==> src/rtl/pulse_pkg.sv <==
// Shared definitions for the pulse link (receiver and generator).
package pulse_pkg;

  typedef enum logic [1:0] {
    ST_IDLE   = 2'd0,
    ST_SHIFT  = 2'd1,
    ST_PARITY = 2'd2
  } pulse_state_t;

  localparam int DEFAULT_WIDTH = 16;

  // Even parity: data bits plus parity bit must reduce-XOR to this value.
  localparam logic PARITY_POLARITY = 1'b0;

endpackage

==> src/rtl/pulse_receiver_shift_capture_reg.sv <==
// Serial shift register with selectable bit order and a parallel snapshot register.
module shift_capture_reg
  import pulse_pkg::*;
#(
  parameter int WIDTH     = DEFAULT_WIDTH,
  parameter bit MSB_FIRST = 1'b1
) (
  input  logic             clock,
  input  logic             reset,
  input  logic             serial_in,
  input  logic             shift_en,
  input  logic             restart,
  input  logic             snap_en,
  output logic [WIDTH-1:0] data
);

  logic [WIDTH-1:0] shift_q;
  logic [WIDTH-1:0] shifted;
  logic [WIDTH-1:0] first;

  always_comb begin
    if (MSB_FIRST) begin
      shifted = {shift_q[WIDTH-2:0], serial_in};
      first   = {{(WIDTH-1){1'b0}}, serial_in};
    end else begin
      shifted = {serial_in, shift_q[WIDTH-1:1]};
      first   = {serial_in, {(WIDTH-1){1'b0}}};
    end
  end

  // A restart and a snapshot may share an edge: the snapshot takes the
  // completed old word while the register starts over with the new bit.
  always_ff @(posedge clock or posedge reset) begin
    if (reset) begin
      shift_q <= '0;
      data    <= '0;
    end else begin
      if (restart)       shift_q <= first;
      else if (shift_en) shift_q <= shifted;
      if (snap_en)       data    <= shift_en ? shifted : shift_q;
    end
  end

endmodule

==> src/rtl/pulse_receiver.sv <==
// Serial-to-parallel frame receiver. Optional even-parity bit after the data
// bits when PULSE_RX_PARITY_EN is defined (adds the parity_err output).
module pulse_receiver
  import pulse_pkg::*;
#(
  parameter int WIDTH     = DEFAULT_WIDTH,
  parameter bit MSB_FIRST = 1'b1
) (
  input  logic             clock,
  input  logic             reset,
  input  logic             serial_in,
  input  logic             frame_start,
  output logic [WIDTH-1:0] data_out,
  output logic             data_valid,
  output logic             busy,
  output logic             frame_abort
`ifdef PULSE_RX_PARITY_EN
  ,
  output logic             parity_err
`endif
);

  localparam int CW = $clog2(WIDTH) + 1;
  localparam logic [CW-1:0] LAST = CW'(WIDTH - 1);
  localparam logic [CW-1:0] ONE  = CW'(1);

  pulse_state_t  state_q, state_n;
  logic [CW-1:0] count_q, count_n;
  logic          shift_en, restart, snap_en;
  logic          valid_n, abort_n;

  shift_capture_reg #(.WIDTH(WIDTH), .MSB_FIRST(MSB_FIRST)) u_capture (
    .clock     (clock),
    .reset     (reset),
    .serial_in (serial_in),
    .shift_en  (shift_en),
    .restart   (restart),
    .snap_en   (snap_en),
    .data      (data_out)
  );

  always_comb begin
    state_n  = state_q;
    count_n  = count_q;
    shift_en = 1'b0;
    restart  = 1'b0;
    snap_en  = 1'b0;
    valid_n  = 1'b0;
    abort_n  = 1'b0;
    case (state_q)
      ST_IDLE: begin
        if (frame_start) begin
          restart = 1'b1;
          count_n = ONE;
          state_n = ST_SHIFT;
        end
      end
      ST_SHIFT: begin
        if (count_q == LAST) begin
`ifdef PULSE_RX_PARITY_EN
          if (frame_start) begin
            restart = 1'b1;
            count_n = ONE;
            abort_n = 1'b1;
          end else begin
            shift_en = 1'b1;
            count_n  = count_q + ONE;
            state_n  = ST_PARITY;
          end
`else
          shift_en = 1'b1;
          snap_en  = 1'b1;
          valid_n  = 1'b1;
          count_n  = '0;
          state_n  = ST_IDLE;
          // The final bit completes this frame; a coincident strobe opens the next.
          if (frame_start) begin
            restart = 1'b1;
            count_n = ONE;
            state_n = ST_SHIFT;
          end
`endif
        end else if (frame_start) begin
          restart = 1'b1;
          count_n = ONE;
          abort_n = 1'b1;
        end else begin
          shift_en = 1'b1;
          count_n  = count_q + ONE;
        end
      end
`ifdef PULSE_RX_PARITY_EN
      ST_PARITY: begin
        if (frame_start) begin
          restart = 1'b1;
          count_n = ONE;
          abort_n = 1'b1;
          state_n = ST_SHIFT;
        end else begin
          snap_en = 1'b1;
          valid_n = 1'b1;
          count_n = '0;
          state_n = ST_IDLE;
        end
      end
`endif
      default: begin
        count_n = '0;
        state_n = ST_IDLE;
      end
    endcase
  end

  always_ff @(posedge clock or posedge reset) begin
    if (reset) begin
      state_q     <= ST_IDLE;
      count_q     <= '0;
      data_valid  <= 1'b0;
      frame_abort <= 1'b0;
    end else begin
      state_q     <= state_n;
      count_q     <= count_n;
      data_valid  <= valid_n;
      frame_abort <= abort_n;
    end
  end

  assign busy = (state_q != ST_IDLE);

`ifdef PULSE_RX_PARITY_EN
  // The received parity bit is held alongside data_out so the error flag
  // stays consistent with the displayed word.
  logic parity_bit_q;

  always_ff @(posedge clock or posedge reset) begin
    if (reset)        parity_bit_q <= 1'b0;
    else if (snap_en) parity_bit_q <= serial_in;
  end

  assign parity_err = (^data_out) ^ parity_bit_q ^ PARITY_POLARITY;
`endif

endmodule

==> config.mk <==
export PLATFORM = sky130hd
export DESIGN_NAME = pulse_receiver
export DESIGN_NICKNAME = d
export VERILOG_FILES = /design/src/rtl/pulse_pkg.sv /design/src/rtl/pulse_receiver_shift_capture_reg.sv /design/src/rtl/pulse_receiver.sv
export SDC_FILE = /design/constraint.sdc
export NUM_CORES = 1
export LEC_CHECK = 0
export ABC_AREA = 1
export BUFFER_PORTS_ARGS = -buffer_cell sky130_fd_sc_hd__buf_2
export CORE_AREA = 2 2 56 64
export DETAILED_ROUTE_END_ITERATION = 8
export DIE_AREA = 0 0 58 66
export GPL_ROUTABILITY_DRIVEN = 0
export PLACE_DENSITY = 0.74
export SLEW_MARGIN = 20
export SYNTH_ARGS = -nofsm -noshare
export SYNTH_HDL_FRONTEND = slang
export SYNTH_SLANG_ARGS = --single-unit
export TNS_END_PERCENT = 30
==> constraint.sdc <==
create_clock -name clock -period 3.55 [get_ports clock]
set_input_delay 0.355 -clock clock [delete_from_list [all_inputs] [get_ports clock]]
set_output_delay 0.355 -clock clock [all_outputs]
set_load 0.02 [all_outputs]
# --- Yosys cells after proc, flatten, opt, wreduce, memory -nomap -nowiden ---
# Cells that the tools add are included.
classes:
  n_mux: 20
  n_reduce_logical: 4
  eq_ne: 4
  addsub: 1
ops:
  columns: ["op", "count"]
  rows:
  - ["16-bit 2-to-1 mux", 2]
  - ["5-bit 2-to-1 mux", 3]
  - ["1-bit 2-to-1 mux", 11]
  - ["5-bit case mux with 2 select lines", 1]
  - ["5-bit by 1-bit adder with 5-bit output (second input constant)", 1]
  - ["5-bit by 4-bit equality test with 1-bit output (second input constant)", 1]
  - ["2-bit 2-to-1 mux", 2]
  - ["2-bit != test (second input constant)", 2]
  - ["2-bit case mux with 2 select lines", 1]
  - ["2-bit by 1-bit equality test with 1-bit output (second input constant)", 1]
  - ["2-bit zero test", 1]
  - ["2-bit AND reduction", 1]
  - ["2-bit nonzero test", 1]
  - ["2-bit OR reduction", 1]
word_totals:
  elab_cells: 35
  inputBits: 4
  output_inout_bits: 19
  ff_bits: 41

# --- Logic depth before layout (Yosys ltp) ---
# Gate-level depths: netlist of the first run.
depth:
  ltp_word: 5
  mapped_depth: 10

# --- Cells and area by module ---
# Synthesis of the first run repeated with hierarchy kept, for this count alone.
unflattened:
  cells_unflattened: 217
  area_unflattened_um2: 1893.1
modules_own_cells:
  columns: ["module", "cells_each", "area_per_inst_um2", "seq_area_each_um2", "instances"]
  rows:
  - ["shift_capture_reg", 174, 1521.5, 800.8, 1]
  - ["pulse_receiver", 43, 371.6, 200.2, 1]

# --- Worst setup path after synthesis of the first run ---
# OpenSTA, ideal clock, no wires.
synth_path:
  kind: "register to register"
  start: "register count_q[0]"
  end: "register u_capture.data[1]"
  period_less_slack_ns: 1.500
  t_arrival_ns: 1.385
  stages_incl_launch_ff: 10
  setup_slack_ns: 2.050
  setup_ns: 0.115
  t_required_ns: 3.435
  path_cell_list: "dfrtp_1 > ha_1 > nand2_1 > nor2_1 > ha_1 > nand2_4 > buf_6 > or2_1 > o21ai_2 > inv_2"
synth_between:
  elab_chain_cells: 4
  word_cells_on_any_way: 6
  cone_classes: "eq/ne: 1; mux: 5"
synth_rtl:
  columns: ["element", "line", "rtl"]
  rows:
  - ["start, declared", "pulse_receiver.sv:28", "logic [CW-1:0] count_q, count_n;"]
  - ["start signal, assigned", "pulse_receiver.sv:122", "count_q <= count_n;"]
  - ["5-bit by 4-bit equality test with 1-bit output *", "pulse_receiver.sv:59", "if (count_q == LAST) begin"]
  - ["1-bit 2-to-1 mux", "pulse_receiver.sv:59", null]
  - ["1-bit 2-to-1 mux", "pulse_receiver.sv:50", "case (state_q)"]
  - ["16-bit 2-to-1 mux", "pulse_receiver_shift_capture_reg.sv:40", "if (snap_en) data <= shift_en ? shifted : shift_q;"]
  - ["end signal, assigned", "pulse_receiver_shift_capture_reg.sv:40", null]
  - ["end, declared", "pulse_receiver_shift_capture_reg.sv:14", "output logic [WIDTH-1:0] data"]
# Every way passes the cells marked *; elsewhere a longest branch is shown, timed or not.
# A chain may end at the register's enable or synchronous reset.

# --- Worst setup path in the final report of the first run ---
layout_path:
  start: "register count_q[0]"
  end: "register u_capture.data[9]"
# Same word-level chain as after synthesis.

==> results of run 1 <==
[Yosys cell counts]
master    instances
o21ai_1           7
inv_2             3
or2_1             1
nand3b_1          9
o21ai_2           1
xnor2_1           1
nor2_4            1
a21oi_1           1
nand3_1           4
nand2_2           1
o22ai_1           5
nand2_4           2
or2_0             7
o211ai_1          1
buf_2             3
inv_1            23
nand4_1           1
buf_6             3
ha_1              2
o21ai_0           7
buf_4             2
nor2_1           30
nand2_1          28
dfrtp_1          39
[worst max-delay path: cells and delay by family (launching register included)]
kind	cells	cell delay, ps
flops	1	420
buf+inv	2	390
fa+ha+maj	2	420
compound gates	1	80
simple gates	4	340
[registers in the layout, indices dropped and copies added (netlist names)]
register           flops
u_capture.data        16
u_capture.shift_q     15
count_q                5
data_valid             1
frame_abort            1
state_q                1
[final timing paths]
path	from	to	slack, ps	depth (start not counted)
setup / recovery	count_q[0]	u_capture.data[9]	1770	9
hold / removal	reset	data_valid	190	2
min in group clock	serial_in	u_capture.shift_q[0]	280	3
max in group asynchronous	reset	u_capture.data[2]	2620	3
setup reg to reg	count_q[0]	u_capture.data[9]	1770	9
hold reg to reg	u_capture.data[11]	u_capture.data[11]	490	2
[area by class of cell]
class,instances,area (um^2),share of cell area (%)
Timing Repair Buffer,23,118,6.37
Inverter,26,97.6,5.28
Clock buffer,5,37.5,2.03
Multi-Input combinational cell,109,558,30.2
Tap cell,36,45.0,2.44
Clock inverter,3,15.0,0.813
Sequential cell,39,976,52.8
[layer usage]
metal	part of all wire (%)	track usage [%]	vias up
met1	47	21.5	577
met5	0	0	-
met4	2.1	7.85	0
li1	-	-	607
met2	47	27.6	17
met3	3.5	5.28	7
[cells by family (layout without fill, tap and decap cells)]
| kind of cell | Yosys count | in the layout | share of synthesized area [%] |
|---|---|---|---|
| buffers and inverters | 34 | 57 | 9.52 |
| AO/OA/AOI/OAI | 22 | 22 | 7.23 |
| XOR/XNOR | 1 | 1 | 0.517 |
| adder cells (fa/ha/maj) | 2 | 2 | 1.48 |
| flip-flops | 39 | 39 | 57.6 |
| AND/OR/NAND/NOR | 84 | 84 | 23.7 |
[where the power goes]
| group | leakage [nW] | switching, mW | total, mW | internal [mW] |
|---|---|---|---|---|
| logic | 0.496 | 0.0651 | 0.101 | 0.0356 |
| clock network | 0.0347 | 0.141 | 0.215 | 0.0737 |
| registers | 0.520 | 0.0178 | 0.491 | 0.473 |
| total | 1.05 | 0.224 | 0.807 | 0.582 |
[metrics by stage]
stage,hold WS [ps],cells,utilization [%],setup WS (ps)
after CTS,215,241,57.8,1760
final,192,241,57.8,1770
after floorplan,458,182,-,2050
after global routing,276,241,57.8,1560
after detailed placement,470,233,56.2,1790
after global placement,469,233,56.2,1840
==> results.toml, run 1 <==
[grt]
grt.total_usage_pct = 17.3
antenna_found_initial = 0
gr-total-overflow = 0
grt_pass1_vias = 1088
grt_pass1_wl_um = 4910
grt_max_degree = 27

[floorplan]
dieArea_um2 = 3830
ios = 23
die_y_um = 66
core_um2 = 3190
rows = 22
initial_core_util_pct = 53.1
die_width_um = 58

[cells_and_area]
fill_cells = 291
final_cell_mix = "39 x dfrtp_1, 30 x nor2_1, 28 x nand2_1"
fin_area_um2 = 1850
area_growth_pct = 8.93
drive_gt1_share_pct = 19.0
final_common_cell = "dfrtp_1"
antenna_cells = 0
num-nets-final = 210

[cts]
cts_buffer_depth = 2
clk_pin_slew_ps = 110
cts_resized = 0
cts_tree = "yes"
cts-htree-levels = 2
holdBufCountCts = 0
clock_latency_ps = 350
root_buffer = "clkbuf_4"
cts.sinks = 39
numCtsBuffers = 5
post_cts_buffers = 0

[timing]
slew_violations = 0
slew_headroom_pct = 37.5
final-hold-violation-count = 0
finalCriticalPeriod_ps = 1780
skew_ps = 8.74
setup_viol = 0
finalCritPeriodShare_pct = 50.1
fin_tns_setup_ps = 0
tightest_slew_ps = 936
grt_setup_unrepaired = "no"
max_freq_ghz = 0.563

[routing]
drc = 0
vias = 1208
wl_per_cell_um = 11.8
ant_nets = 0
drt_iter0_drc = 42
totalWireLength_um = 2840
vias_per_cell = 5.01
drt-pass1-iter-count = 4

[power]
p_leak_nw = 1.05
peakVddDrop_mv = 0.300
finalPower_mw = 0.807
pwr_density_cell_nw_per_um2 = 437

[logic_synthesis]
synth.top_cells.by_area = "dfrtp_1 58%, nor2_1 6.6%, nand2_1 6.2%"
netlist_area_um2 = 1700
syn_area_per_cell_um2 = 9.32
yosys_register_bits = 39
synth_fp_nets = 188
synthCells = 182
synth_top_area_share_pct = 57.6
yosysWarnings = 0
yosys.area.top_type = "dfrtp_1"
ys_types = 24
synth-seq-area-share_pct = 57.6

[critical_path]
cp.required_ps = 3790
worst-setup-path-type = "flip-flop to flip-flop"
crit_path_start_kind = "flip-flop"
critPathArrivalTime_ps = 2020
critPathMaxFanout = 23
endpoint_kind = "flip-flop"
crit_chain = "ha_1 > nand2_1 > nor2_1 > ha_1 > nand2_4 > inv_2 > nand2_1 > o21ai_0 > inv_1"
cpPeakStageDelay_ps = 420
critPathSlowestCell = "dfrtp_1"

[min_path]
worst_hold_path_type = "input port to asynchronous set/reset pin"

[placement]
dpl.hpwl_um = 2000
dpl-instance-area_um2 = 1790
portBuffers = 22

[flow_run]
drv_cap = 0

[outcome]
status = "completed"
No activity file was read; power rests on OpenSTA's default activity.
==> run 2: changes to the inputs <==
--- a/config.mk
+++ b/config.mk
@@ -7,11 +7,11 @@
 export LEC_CHECK = 0
 export ABC_AREA = 1
 export BUFFER_PORTS_ARGS = -buffer_cell sky130_fd_sc_hd__buf_2
-export CORE_AREA = 2 2 56 64
+export CORE_AREA = 2 2 59 67
 export DETAILED_ROUTE_END_ITERATION = 8
-export DIE_AREA = 0 0 58 66
+export DIE_AREA = 0 0 61 69
 export GPL_ROUTABILITY_DRIVEN = 0
-export PLACE_DENSITY = 0.74
+export PLACE_DENSITY = 0.7
 export SLEW_MARGIN = 20
 export SYNTH_ARGS = -nofsm -noshare
 export SYNTH_HDL_FRONTEND = slang
==> constraint.sdc (replaced) <==
create_clock -name clock -period 1.5 [get_ports clock]
set_input_delay 0.15 -clock clock [delete_from_list [all_inputs] [get_ports clock]]
set_output_delay 0.15 -clock clock [all_outputs]
set_load 0.02 [all_outputs]
==> run 2 against run 1 <==
The flow now finishes with violations (negative setup slack). Final cell count up 13%. Non-clock buffer count increased by 16. Hold slack got worse by 47 ps. Combinational power rose to 2.8 times the previous value. Die area rose by 10%. Power rose to 2.9 times the previous value. Clock power rose to 4.1 times the previous value. Final area increased by 15%.
==> results.toml, run 2 (same netlist as run 1, synthesis figures left out) <==
[timing]
slew_headroom_pct = 68.4
setup_viol = 15
grt_setup_unrepaired = "yes"
max_freq_ghz = 0.645
finalCritPeriodShare_pct = 103
worst_slack_ps = -50.3
tightest_slew_ps = 474
final-hold-violation-count = 0
fin_tns_setup_ps = -469
slew_violations = 0
finalCriticalPeriod_ps = 1550
skew_ps = 1.11

[floorplan]
die_width_um = 61
initial_core_util_pct = 47.9
dieArea_um2 = 4210
rows = 23
core_um2 = 3540
ios = 23
die_y_um = 69

[critical_path]
r2r_setup_slack_ps = -50
crit_chain = "ha_2 > nand2_1 > nor2_1 > ha_2 > nand2_4 > buf_12 > or2_0 > o21ai_1 > inv_1"
critPathMaxFanout = 7
path_common_cell = "ha_2"
cpPeakStageDelay_ps = 360
crit_path_start_kind = "flip-flop"
r2r_end = "u_capture.data[4]"
worstSetupPathDepth = 9
rr_startpoint = "count_q[0]"
critPathArrivalTime_ps = 1730
endpoint_kind = "flip-flop"
cp.required_ps = 1680
r2r_cells = 9
crit_family = "simple AND/OR/NAND/NOR gates"
critPathSlowestCell = "dfrtp_1"
critPathBufInv = 2
crit_start = "count_q[0]"
worst-setup-path-type = "flip-flop to flip-flop"

[cells_and_area]
antenna_cells = 0
reg_top3 = "u_capture.data: 16 flops, u_capture.shift_q: 15 flops, count_q: 5 flops"
final_cell_mix = "39 x dfrtp_1, 29 x nor2_1, 26 x nand2_1"
drive_gt1_share_pct = 27.5
fill_cells = 303
area_growth_pct = 25.1
registers.top_by_ff_count = "u_capture.data"
largest_reg_flops = 16
final_cells = 272
num-nets-final = 227
final_common_cell = "dfrtp_1"

[min_path]
worst_hold_path_type = "input port to flip-flop"
hold_end = "u_capture.shift_q[0]"
holdPathStages = 3
hp-start = "serial_in"

[power]
power.share.clock_pct = 38.2
switching_power_mw = 0.554
pwr_density_cell_nw_per_um2 = 1100
power_frac_comb_pct = 12.1
p_int_mw = 1.77
seq_power_share_pct = 49.8
p_leak_nw = 1.16
peakVddDrop_mv = 0.703
swShare_pct = 23.9

[cts]
cts-htree-levels = 2
clk_pin_slew_ps = 70
cts.sinks = 39
cts_tree = "yes"
root_buffer = "clkbuf_8"
cts_buffer_depth = 2
numCtsBuffers = 5
clock_latency_ps = 280

[routing]
vias = 1247
ant_nets = 0
drc = 0
drt-pass1-iter-count = 4
totalWireLength_um = 2980
wl_per_cell_um = 11.0
drt_iter0_drc = 60
vias_per_cell = 4.58

[grt]
grt_pass1_vias = 1206
grt_pass1_wl_um = 5210
grt.total_usage_pct = 16.1
grt_max_degree = 40
antenna_found_initial = 0
gr-total-overflow = 0

[placement]
portBuffers = 22
dpl.hpwl_um = 1950
dp_cells = 256

[outcome]
violations = "negative setup slack"
status = "finished with violations"

[flow_run]
drv_cap = 0
## run 2: metal layers
metal	GRT usage, %	up-vias	routed length, um
met5	0	-	0
met2	25.1	28	1430
met4	7.25	0	53
met3	3.38	7	122
met1	21.1	568	1380
li1	-	644	-
## run 2: per-stage QoR
step	power (mW)	setup slack [ps]	utilization (%)	area, um^2	hold WS (ps)
6_report	2.32	-50.3	59.9	2120	144
3_3_place_gp	1.44	-26.6	53.2	1880	290
3_5_place_dp	1.44	-74.7	53.2	1880	295
2_1_floorplan	1.35	8.21	-	1700	308
5_1_grt	2.45	-204	59.9	2120	138
4_1_cts	2.35	-57.4	58.7	2080	140
## run 2: tightest hold or removal path: cells and delay by family
family | cells | cell delay [ps]
AO/OA/AOI/OAI | 1 | 80
buffers and inverters | 2 | 150
## run 2: power groups by stage
stage                     clock network [mW]  logic [mW]  registers (mW)
after CTS                              0.913       0.277            1.16
after global routing                   0.967       0.316            1.17
final                                  0.886       0.280            1.16
after global placement                     0       0.262            1.18
after detailed placement                   0       0.267            1.18
after floorplan                            0       0.126            1.23
## run 2: cell type report
type	instances	area [um^2]	area share, %
Sequential cell	39	976	46.0
Inverter	26	100	4.72
Clock inverter	2	35.0	1.65
Multi-Input combinational cell	110	604	28.5
Tap cell	50	62.6	2.95
Timing Repair Buffer	39	260	12.3
Clock buffer	6	82.6	3.89
## run 2: worst max path at each step
stage,endpoint
6_report,u_capture.data[4]
5_1_grt,u_capture.data[4]
4_1_cts,u_capture.data[4]
3_5_place_dp,u_capture.data[12]
3_3_place_gp,u_capture.data[12]
2_1_floorplan,u_capture.data[1]
## run 2: repair_timing
action	in CTS	in global routing
setup endpoints to repair	22	29
gates resized for setup	6	6
gates cloned	0	1
hold buffers	1	0
pin swaps	0	8
endpoints found under the hold margin	39	0
buffers inserted	5	1
==> run 3: changes to the inputs <==
--- a/config.mk
+++ b/config.mk
@@ -7,10 +7,11 @@
 export LEC_CHECK = 0
 export ABC_AREA = 1
 export BUFFER_PORTS_ARGS = -buffer_cell sky130_fd_sc_hd__buf_2
-export CORE_AREA = 2 2 59 67
+export CORE_AREA = 3 3 60 68
 export DETAILED_ROUTE_END_ITERATION = 8
-export DIE_AREA = 0 0 61 69
+export DIE_AREA = 0 0 63 71
 export GPL_ROUTABILITY_DRIVEN = 0
+export GPL_TIMING_DRIVEN = 0
 export PLACE_DENSITY = 0.7
 export SLEW_MARGIN = 20
 export SYNTH_ARGS = -nofsm -noshare
==> run 3 against run 2 <==
The run still ends with negative setup slack left. Flip-flop and latch count unchanged. Setup slack improved by 48 ps. Sequential power about the same. Final cell count decreased by 0.37%. Clock power decreased by 0.9%. Final area decreased by 1.0%. Largest power group unchanged. Clock skew increased by 5.2 ps. Sequential share of layout area increased by 0.47 points. Hold slack improved by 6.9 ps.
==> results.toml, run 3 (same netlist as run 1, synthesis figures left out) <==
[cells_and_area]
final_cells = 271
final_cell_mix = "39 x dfrtp_1, 27 x nor2_1, 26 x nand2_1"
fin_area_um2 = 2100
registers.top_by_ff_count = "u_capture.data"
drive_gt1_share_pct = 28.1
area_growth_pct = 23.8
num-nets-final = 226
largest_reg_flops = 16
final_util_pct = 59.3
reg_top3 = "u_capture.data: 16 flops, u_capture.shift_q: 15 flops, count_q: 5 flops"
final_common_cell = "dfrtp_1"
antenna_cells = 0

[routing]
vias_per_cell = 4.58
vias = 1242
wl_met1_um = 1440
met3WireLength_um = 120
drt-pass1-iter-count = 4
top_layer_used = "met4"
ant_nets = 0
drc = 0
totalWireLength_um = 3020
wl_per_cell_um = 11.1
met2_length_um = 1420
drt_iter0_drc = 79

[cts]
clk_pin_slew_ps = 70
cts.sinks = 39
clock_latency_ps = 290
cts_tree = "yes"
cts_buffer_depth = 2
cts-htree-levels = 2
numCtsBuffers = 5
root_buffer = "clkbuf_8"

[floorplan]
initial_core_util_pct = 47.9
core_um2 = 3540
ios = 23
dieArea_um2 = 4470
die_y_um = 71
die_width_um = 63
rows = 23

[timing]
skew_ps = 6.30
worst_slack_ps = -2.31
finalCritPeriodShare_pct = 100
slew_violations = 0
max_freq_ghz = 0.666
tightest_slew_ps = 272
whs_ps = 151
slew_headroom_pct = 81.8
grt_setup_unrepaired = "yes"
final-hold-violation-count = 0
setup_viol = 2
finalCriticalPeriod_ps = 1500

[outcome]
violations = "negative setup slack"
status = "finished with violations"

[critical_path]
path_common_cell = "ha_2"
crit_end = "u_capture.data[3]"
critPathSlowestCell = "dfrtp_1"
crit_family = "adder cells"
r2r_end = "u_capture.data[3]"
r2r_cells = 9
cpPeakStageDelay_ps = 350
r2r_setup_slack_ps = -2
worstSetupPathDepth = 9
crit_chain = "ha_2 > nand2_2 > nor2_2 > ha_2 > nand2_4 > buf_6 > or2_0 > o21ai_1 > inv_1"
endpoint_kind = "flip-flop"
cp.required_ps = 1680
critPathBufInv = 2
critPathMaxFanout = 9
crit_path_start_kind = "flip-flop"
worst-setup-path-type = "flip-flop to flip-flop"
crit_start = "count_q[0]"
rr_startpoint = "count_q[0]"
critPathArrivalTime_ps = 1680

[grt]
grt_pass1_wl_um = 5440
gr-total-overflow = 0
grt_max_degree = 29
grt_pass1_vias = 1214
grt.total_usage_pct = 15.5
antenna_found_initial = 0

[power]
pwr_density_cell_nw_per_um2 = 1100
p_leak_nw = 1.16
peakVddDrop_mv = 0.717

[placement]
dpl.hpwl_um = 2060
dpl-instance-area_um2 = 1890
portBuffers = 22
dp_cells = 255

[flow_run]
drv_cap = 0

[min_path]
worst_hold_path_type = "input port to flip-flop"
==> run 3: cell count changes in the layout (fill, tap and decap cells not counted), sizes merged <==
cell,delta
nand2,-1
==> run 3: worst min-delay path, stage by stage <==
cell and delay, ps:
buf_2 100, inv_1 70, o21ai_0 80
==> run 3: cell type report <==
cell class | count | area (um^2)
fill | 318 | 1440
tap | 50 | 62.6
clock inverter | 2 | 35.0
clock buffer | 6 | 82.6
sequential | 39 | 976
timing repair buffer | 31 | 193
buffer | 8 | 77.6
multi-input combinational | 109 | 576
inverter | 26 | 97.6
==> run 3: per-layer routing <==
layer,up-vias,GRT usage (%)
met2,24,25.0
met1,574,19.9
li1,639,-
met4,0,4.41
met5,-,0
met3,5,5.24
==> run 3: report_power, final <==
part	total (mW)	switching [mW]	internal, mW
combinational	0.280	0.166	0.115
clock	0.878	0.340	0.538
sequential	1.16	0.0389	1.12
==> run 3: worst min path at each step <==
stage | startpoint | endpoint | slack [ps] | depth (start not counted)
floorplan | frame_start | count_q[1] | 310 | 3
global placement | serial_in | u_capture.shift_q[0] | 450 | 3
detailed placement | reset | u_capture.data[1] | 110 | 2
CTS | serial_in | u_capture.shift_q[0] | 150 | 3
global route | serial_in | u_capture.shift_q[0] | 170 | 3
finish | serial_in | u_capture.shift_q[0] | 150 | 3
==> run 3: per-stage QoR <==
step	setup WS, ps	setup TNS [ps]	power (mW)
after CTS	-29.9	-90.1	2.34
after global routing	-151	-2280	2.46
after global placement	-109	-2940	1.42
after detailed placement	-115	-1980	1.44
after floorplan	8.21	0	1.35
final	-2.31	-4.61	2.32
==> run 3: what timing repair did <==
action	in CTS	in global routing
endpoints found under the setup margin	25	29
endpoints found under the hold margin	11	0
gates cloned	0	1
gates resized for setup	3	8
buffers inserted	4	2
pin swaps	2	2
hold buffers	1	0
